[config.mk]
export PLATFORM = sky130hd
export DESIGN_NAME = frame_window_reader_flat
export DESIGN_NICKNAME = d
export VERILOG_FILES = /design/src/rtl/frame_window_reader_if.sv /design/src/rtl/frame_window_reader.sv /design/src/flat_wrapper.sv
export SDC_FILE = /design/constraint.sdc
export NUM_CORES = 1
export LEC_CHECK = 0
export ABC_CLOCK_PERIOD_IN_PS = 17500
export BUFFER_PORTS_ARGS = -buffer_cell sky130_fd_sc_hd__buf_4
export CAP_MARGIN = 15
export CORE_ASPECT_RATIO = 1.4
export CORE_MARGIN = 5
export CORE_UTILIZATION = 45
export DETAILED_ROUTE_END_ITERATION = 16
export PLACE_DENSITY = 0.7
export SYNTH_ARGS = -nofsm -noshare
export SYNTH_HDL_FRONTEND = slang
export SYNTH_SLANG_ARGS = --single-unit
[constraint.sdc]
create_clock -name clk -period 17.5 [get_ports clk]
set_input_delay 4.375 -clock clk [delete_from_list [all_inputs] [get_ports clk]]
set_output_delay 4.375 -clock clk [all_outputs]
set_load 0.1 [all_outputs]
[src/rtl/frame_window_reader_if.sv]
// Signal bundle between the frame window reader, its window buffer, coefficient ROM
// and the downstream sample sink. The reader side is the master.
interface frame_window_reader_if #(
    parameter int WIDTH      = 16,
    parameter int COEF_WIDTH = 16,
    parameter int FRAME_SIZE = 306
);
    localparam int ADDR_W = $clog2(FRAME_SIZE);

    logic                  buf_idle_i;
    logic                  buf_valid_i;
    logic [WIDTH-1:0]      buf_data_i;
    logic                  buf_rd_en_o;
    logic                  start_move_o;
    logic [ADDR_W-1:0]     coef_addr_o;
    logic [COEF_WIDTH-1:0] coef_i;
    logic                  out_valid_o;
    logic                  out_ready_i;
    logic [WIDTH-1:0]      out_data_o;
    logic                  out_last_o;
    logic                  frame_done_o;

    modport master (
        input  buf_idle_i,
        input  buf_valid_i,
        input  buf_data_i,
        output buf_rd_en_o,
        output start_move_o,
        output coef_addr_o,
        input  coef_i,
        output out_valid_o,
        input  out_ready_i,
        output out_data_o,
        output out_last_o,
        output frame_done_o
    );

    modport slave (
        output buf_idle_i,
        output buf_valid_i,
        output buf_data_i,
        input  buf_rd_en_o,
        input  start_move_o,
        input  coef_addr_o,
        output coef_i,
        input  out_valid_o,
        output out_ready_i,
        input  out_data_o,
        input  out_last_o,
        input  frame_done_o
    );
endinterface

[src/rtl/frame_window_reader.sv]
// Reads one frame from the window buffer, multiplies each sample by its window
// coefficient (Q-format, rounded and saturated) and streams it out, then requests a hop.
module frame_window_reader #(
    parameter int WIDTH      = 16,
    parameter int FRAME_SIZE = 306,
    parameter int COEF_WIDTH = 16,
    parameter int FRAC_BITS  = 15
) (
    input  logic                  clk,
    input  logic                  rst,
    frame_window_reader_if.master bus
);
    localparam int IDX_W = $clog2(FRAME_SIZE);
    localparam int CNT_W = $clog2(FRAME_SIZE + 1);
    localparam int P_W   = WIDTH + COEF_WIDTH + 1;

    localparam logic [CNT_W-1:0]      CNT_MAX  = CNT_W'(FRAME_SIZE);
    localparam logic [IDX_W-1:0]      IDX_LAST = IDX_W'(FRAME_SIZE - 1);
    localparam logic signed [P_W-1:0] RND      = P_W'(2 ** (FRAC_BITS - 1));
    localparam logic signed [P_W-1:0] MAXV     = P_W'((2 ** (WIDTH - 1)) - 1);
    localparam logic signed [P_W-1:0] MINV     = P_W'(-(2 ** (WIDTH - 1)));

    localparam logic [2:0] WAIT_FILL = 3'd0;
    localparam logic [2:0] READ      = 3'd1;
    localparam logic [2:0] DRAIN     = 3'd2;
    localparam logic [2:0] MOVE      = 3'd3;
    localparam logic [2:0] WAIT_BUSY = 3'd4;

    function automatic logic signed [P_W-1:0] round_shift(input logic signed [P_W-1:0] p);
        logic signed [P_W-1:0] t;
        t = p + RND;
        return t >>> FRAC_BITS;
    endfunction

    function automatic logic signed [WIDTH-1:0] saturate(input logic signed [P_W-1:0] v);
        if (v > MAXV) begin
            return MAXV[WIDTH-1:0];
        end else if (v < MINV) begin
            return MINV[WIDTH-1:0];
        end else begin
            return v[WIDTH-1:0];
        end
    endfunction

    logic [2:0]       state;
    logic [2:0]       state_nxt;
    logic [CNT_W-1:0] count;

    logic stall;
    logic rd_en;
    logic hs;

    logic                         vld_p1;
    logic signed [WIDTH-1:0]      sample_p1;
    logic [IDX_W-1:0]             idx_p1;
    logic                         vld_p2;
    logic signed [WIDTH-1:0]      sample_p2;
    logic [IDX_W-1:0]             idx_p2;
    logic                         adv_q;
    logic signed [COEF_WIDTH-1:0] coef_hold;
    logic signed [COEF_WIDTH-1:0] coef_eff;
    logic signed [P_W-1:0]        prod;
    logic signed [WIDTH-1:0]      res;

    logic             out_valid;
    logic [WIDTH-1:0] out_data;
    logic             out_last;

    assign stall = out_valid && !bus.out_ready_i;
    assign rd_en = (state == READ) && (count < CNT_MAX) && !stall;
    assign hs    = rd_en && bus.buf_valid_i;

    always_comb begin
        state_nxt = state;
        case (state)
            WAIT_FILL: if (bus.buf_idle_i) state_nxt = READ;
            READ:      if (count == CNT_MAX) state_nxt = DRAIN;
            DRAIN:     if (!vld_p1 && !vld_p2 && !out_valid) state_nxt = MOVE;
            MOVE:      state_nxt = WAIT_BUSY;
            WAIT_BUSY: if (!bus.buf_idle_i) state_nxt = WAIT_FILL;
            default:   state_nxt = WAIT_FILL;
        endcase
    end

    // The ROM answers one cycle after the address. If the previous edge was a stall,
    // coef_i now belongs to idx_p1 rather than the stage-2 sample, so use the held copy.
    assign coef_eff = adv_q ? $signed(bus.coef_i) : coef_hold;
    assign prod     = P_W'(sample_p2) * P_W'(coef_eff);
    assign res      = saturate(round_shift(prod));

    always_ff @(posedge clk) begin
        if (rst) begin
            state     <= WAIT_FILL;
            count     <= '0;
            vld_p1    <= 1'b0;
            vld_p2    <= 1'b0;
            out_valid <= 1'b0;
            adv_q     <= 1'b0;
            idx_p1    <= '0;
            out_data  <= '0;
            out_last  <= 1'b0;
        end else begin
            state <= state_nxt;
            if (state == WAIT_FILL && state_nxt == READ) begin
                count <= '0;
            end else if (hs) begin
                count <= count + 1'b1;
            end
            adv_q <= !stall;
            if (!stall) begin
                // stage 1: capture the handshaken sample index
                vld_p1 <= hs;
                if (hs) begin
                    idx_p1 <= count[IDX_W-1:0];
                end
                // stage 2 -> output register
                vld_p2    <= vld_p1;
                out_valid <= vld_p2;
                out_last  <= vld_p2 && (idx_p2 == IDX_LAST);
                if (vld_p2) begin
                    out_data <= res;
                end
            end
        end
    end

    always_ff @(posedge clk) begin
        if (!stall) begin
            if (hs) begin
                sample_p1 <= $signed(bus.buf_data_i);
            end
            sample_p2 <= sample_p1;
            idx_p2    <= idx_p1;
        end
        coef_hold <= coef_eff;
    end

    assign bus.buf_rd_en_o  = rd_en;
    assign bus.start_move_o = (state == MOVE);
    assign bus.coef_addr_o  = idx_p1;
    assign bus.out_valid_o  = out_valid;
    assign bus.out_data_o   = out_data;
    assign bus.out_last_o   = out_last;
    assign bus.frame_done_o = out_valid && bus.out_ready_i && out_last;
endmodule

[src/flat_wrapper.sv]
// flat-port wrapper written by rule: the top's interface ports become plain ports
module frame_window_reader_flat 
#(
    parameter int WIDTH      = 16,
    parameter int FRAME_SIZE = 306,
    parameter int COEF_WIDTH = 16,
    parameter int FRAC_BITS  = 15
)
  (clk, rst, bus_buf_idle_i, bus_buf_valid_i, bus_buf_data_i, bus_buf_rd_en_o, bus_start_move_o, bus_coef_addr_o, bus_coef_i, bus_out_valid_o, bus_out_ready_i, bus_out_data_o, bus_out_last_o, bus_frame_done_o);
  frame_window_reader_if #(.WIDTH(WIDTH), .COEF_WIDTH(COEF_WIDTH), .FRAME_SIZE(FRAME_SIZE)) bus_i ();
  input  logic clk;
  input  logic rst;
  input wire logic [$bits(bus_i.buf_idle_i)-1:0] bus_buf_idle_i;
  input wire logic [$bits(bus_i.buf_valid_i)-1:0] bus_buf_valid_i;
  input wire logic [$bits(bus_i.buf_data_i)-1:0] bus_buf_data_i;
  output wire logic [$bits(bus_i.buf_rd_en_o)-1:0] bus_buf_rd_en_o;
  output wire logic [$bits(bus_i.start_move_o)-1:0] bus_start_move_o;
  output wire logic [$bits(bus_i.coef_addr_o)-1:0] bus_coef_addr_o;
  input wire logic [$bits(bus_i.coef_i)-1:0] bus_coef_i;
  output wire logic [$bits(bus_i.out_valid_o)-1:0] bus_out_valid_o;
  input wire logic [$bits(bus_i.out_ready_i)-1:0] bus_out_ready_i;
  output wire logic [$bits(bus_i.out_data_o)-1:0] bus_out_data_o;
  output wire logic [$bits(bus_i.out_last_o)-1:0] bus_out_last_o;
  output wire logic [$bits(bus_i.frame_done_o)-1:0] bus_frame_done_o;
  assign bus_i.buf_idle_i = bus_buf_idle_i;
  assign bus_i.buf_valid_i = bus_buf_valid_i;
  assign bus_i.buf_data_i = bus_buf_data_i;
  assign bus_buf_rd_en_o = bus_i.buf_rd_en_o;
  assign bus_start_move_o = bus_i.start_move_o;
  assign bus_coef_addr_o = bus_i.coef_addr_o;
  assign bus_i.coef_i = bus_coef_i;
  assign bus_out_valid_o = bus_i.out_valid_o;
  assign bus_i.out_ready_i = bus_out_ready_i;
  assign bus_out_data_o = bus_i.out_data_o;
  assign bus_out_last_o = bus_i.out_last_o;
  assign bus_frame_done_o = bus_i.frame_done_o;
  frame_window_reader #(.WIDTH(WIDTH), .FRAME_SIZE(FRAME_SIZE), .COEF_WIDTH(COEF_WIDTH), .FRAC_BITS(FRAC_BITS)) u_core (.clk(clk), .rst(rst), .bus(bus_i));
endmodule
==> results.txt <==
Largest net degree at the start of global routing: 35
Startpoint types: input pin
Post-route ant nets: 0
Post-synthesis async set-or-reset flop share: 0
CTS tree: done
FF-to-FF End: u_core.bus.out_data_o[1]
Final period util: 0.6807
Die height: 213.6 um
CTS Buf Count: 9
Slew @ Worst Pin: 1.145 ns
Final WL: 29.12 mm
Starting density of the core: 0.4554
Critical path capture point type: register
Reg2Reg Setup Slack: 8.58 ns
Crit path to: u_core.bus.out_data_o[1]
# rows: 74
Number of global-route vias before repair: 10250
TNS Setup: 0 ns
Post-Syn Instances: 1363
Clock root cell: clkbuf_16
Critical Path AT: 12.17 ns
Final Hold Fails: 0
Vias: 9093
Area Growth Syn to Fin: 8.386%
Ys flop type: dfxtp_1
DR WL/cell: 16.38 um
Die X: 155.4 um
Ratio of cells with drive above 1 in the final layout: 0.08727
Initial antenna violation count: 0
Ranking of synthesized cells by area: fa_1 (40%), edfxtp_1 (9.2%), inv_1 (8.9%)
Post-DP HPWL: 23.89 mm
Post-synthesis sequential area ratio: 0.1795
Period minus WS final: 11.91 ns
GPL Wtd Cong: 0.8690
Max-slew headroom: 0.2150
Clock network latency to the later pin of the worst-skew pair: 0.37 ns
IO Port Bufs: 66
Post-CTS setup buffers: 0
Yosys warns: 0
CP max stage delay: 0.90 ns
DR vias/cell: 5.114
CP delay by family, top: adder cells
Final net count: 1777
Max Clock Freq: 83.95 MHz
Clock-pin slew on the worst setup and hold paths: 0.07 ns
CP required: 17.76 ns
Clock sink total: 99
Tightest Hold Check Type: register to register
Crit-path max FO: 15
Area leader, netlist: fa_1
DRT Pass-1 Iters: 7
R2r startpoint: u_core.adv_q
Hold-fix buffers, CTS: 0
Status: complete, no violations
DRC Markers: 0
Worst r2r path cells: 24
Post-synth EDFFs: 41
CTS H-tree depth: 3
DR iter-0 viols: 235
Critical Path Start: bus_coef_i[1]
Critical path buffer and inverter count: 7
Mapped cell area: 13320 um2
Layout Skew: 0.02259 ns
Crit Path Category: input pin to register
Syn_area_per_cell: 9.776 um2
Global-route wire length before repair: 50.40 mm
Full die area: 33200 um2
I/O Pins: 67
Maxcap violations: 0
Post-CTS sizing: 0
Synth unique cells: 61
FF+latch count, synth: 99
GRT Util Overall: 0.1889
Share of the synthesized area in the top cell type: 0.4012
Crit-path slowest cell: mux2i_1
Grt total ovfl: 0
Pins Over Slew Limit: 0
RSZ-0062 raised after global routing: no
Instance count on the critical path: 25
Syn_nets: 1747
Clock Tree Buf Depth: 2
Diodes inserted: 0
Setup violators final: 0
Core area: 29260 um2
[cells in the mapped netlist (all sizes together), types with 3 or more instances]
cell type,count
nand2,161
and2,117
mux2,14
o21ai,27
and4,5
nand4,6
nor2,57
edfxtp,41
a21o,8
xor2,9
mux2i,6
clkbuf,46
fa,267
a31oi,4
o21bai,4
nor3,7
xnor2,20
or2,3
nor2b,4
a211oi,20
buf,3
nand3,8
inv,316
ha,80
dfxtp,58
a21oi,37
and3,7
[cells in the final DEF (no fill, tap or decap), types with 3 or more instances in the layout]
master     Yosys  routed
buf_4          1      68
a21o_1         8       8
ha_1          80      80
nand3_1        8       8
xnor2_1       19      19
nand4_1        6       6
nor2b_1        4       4
and4_1         5       5
a211oi_2      10      10
nor2_1        57      57
xor2_1         9       9
and3_1         7       7
or2_2          3       3
clkbuf_16      0       9
a211oi_1      10      10
mux2_2        14      14
o21bai_1       4       4
edfxtp_1      41      41
o21ai_0       14      14
fa_1         267     267
mux2i_1        5       5
a31oi_1        3       3
and2_1       117     117
nand2_1      161     161
o21ai_1       11      11
inv_1        315     315
a21oi_1       36      36
dfxtp_1       58      58
nor3_1         7       7
[routing by layer]
metal	share of wire	global-route usage	vias up
met5	0	0	-
met4	0.026	0.05467	0
met3	0.029	0.02080	49
met2	0.56	0.3596	170
met1	0.38	0.2241	4707
li1	-	-	4167
[state kept, by name, summed over array words and instances, names as in the netlist]
register and cells:
u_core.vld_p2 1, u_core.count 9, u_core.state 3, u_core.bus.coef_addr_o 9, u_core.idx_p2 9, u_core.adv_q 1, u_core.sample_p2 16, u_core.sample_p1 16
u_core.vld_p1 1, u_core.bus.out_last_o 1, u_core.coef_hold 16, u_core.bus.out_valid_o 1, u_core.bus.out_data_o 16
[metrics by stage]
| stage | hold WS (ns) | instance area [um2] | utilization | instances | setup slack (ns) |
|---|---|---|---|---|---|
| floorplan | 0.4003 | 13320 | - | 1363 | 3.714 |
| global placement | 0.4036 | 14110 | 0.4824 | 1762 | 5.517 |
| detailed placement | 0.4054 | 14110 | 0.4824 | 1762 | 5.343 |
| CTS | 0.4177 | 14440 | 0.4936 | 1778 | 5.650 |
| global route | 0.4166 | 14440 | 0.4936 | 1778 | 5.064 |
| finish | 0.4153 | 14440 | 0.4936 | 1778 | 5.588 |
[final cells by class]
cell class | instances | area (um2)
Fill cell | 2774 | 14820
Tap cell | 380 | 475.5
Inverter | 316 | 1186
Clock inverter | 7 | 102.6
Multi-Input combinational cell | 899 | 9549
Clock buffer | 9 | 225.2
Sequential cell | 99 | 2392
Timing Repair Buffer | 68 | 510.5
[logic make-up (layout without fill, tap and decap cells)]
group	count (synthesis)	after routing	share of synthesized area
and+or+nand+nor	386	386	0.1411
buffers and inverters	365	400	0.1038
adders and majority gates	347	347	0.4763
AOI/OAI and AO/OA	117	117	0.06301
DFF	99	99	0.1795
xor gates and xnor gates	29	29	0.01963
muxes	20	20	0.01662
[how the worst min path moves through the flow]
stage,startpoint,to,slack (ns),depth (start not counted)
finish,u_core.sample_p1[15],u_core.sample_p2[15],0.42,0
global route,u_core.sample_p1[15],u_core.sample_p2[15],0.42,0
CTS,u_core.sample_p1[15],u_core.sample_p2[15],0.42,0
detailed placement,u_core.sample_p1[5],u_core.sample_p2[5],0.41,0
global placement,u_core.sample_p1[5],u_core.sample_p2[5],0.40,0
floorplan,u_core.sample_p1[0],u_core.sample_p2[0],0.40,0
Power is left out: the tool's default activity adds up to more than one toggle a clock period on the data nets, which glitch-free logic cannot reach.
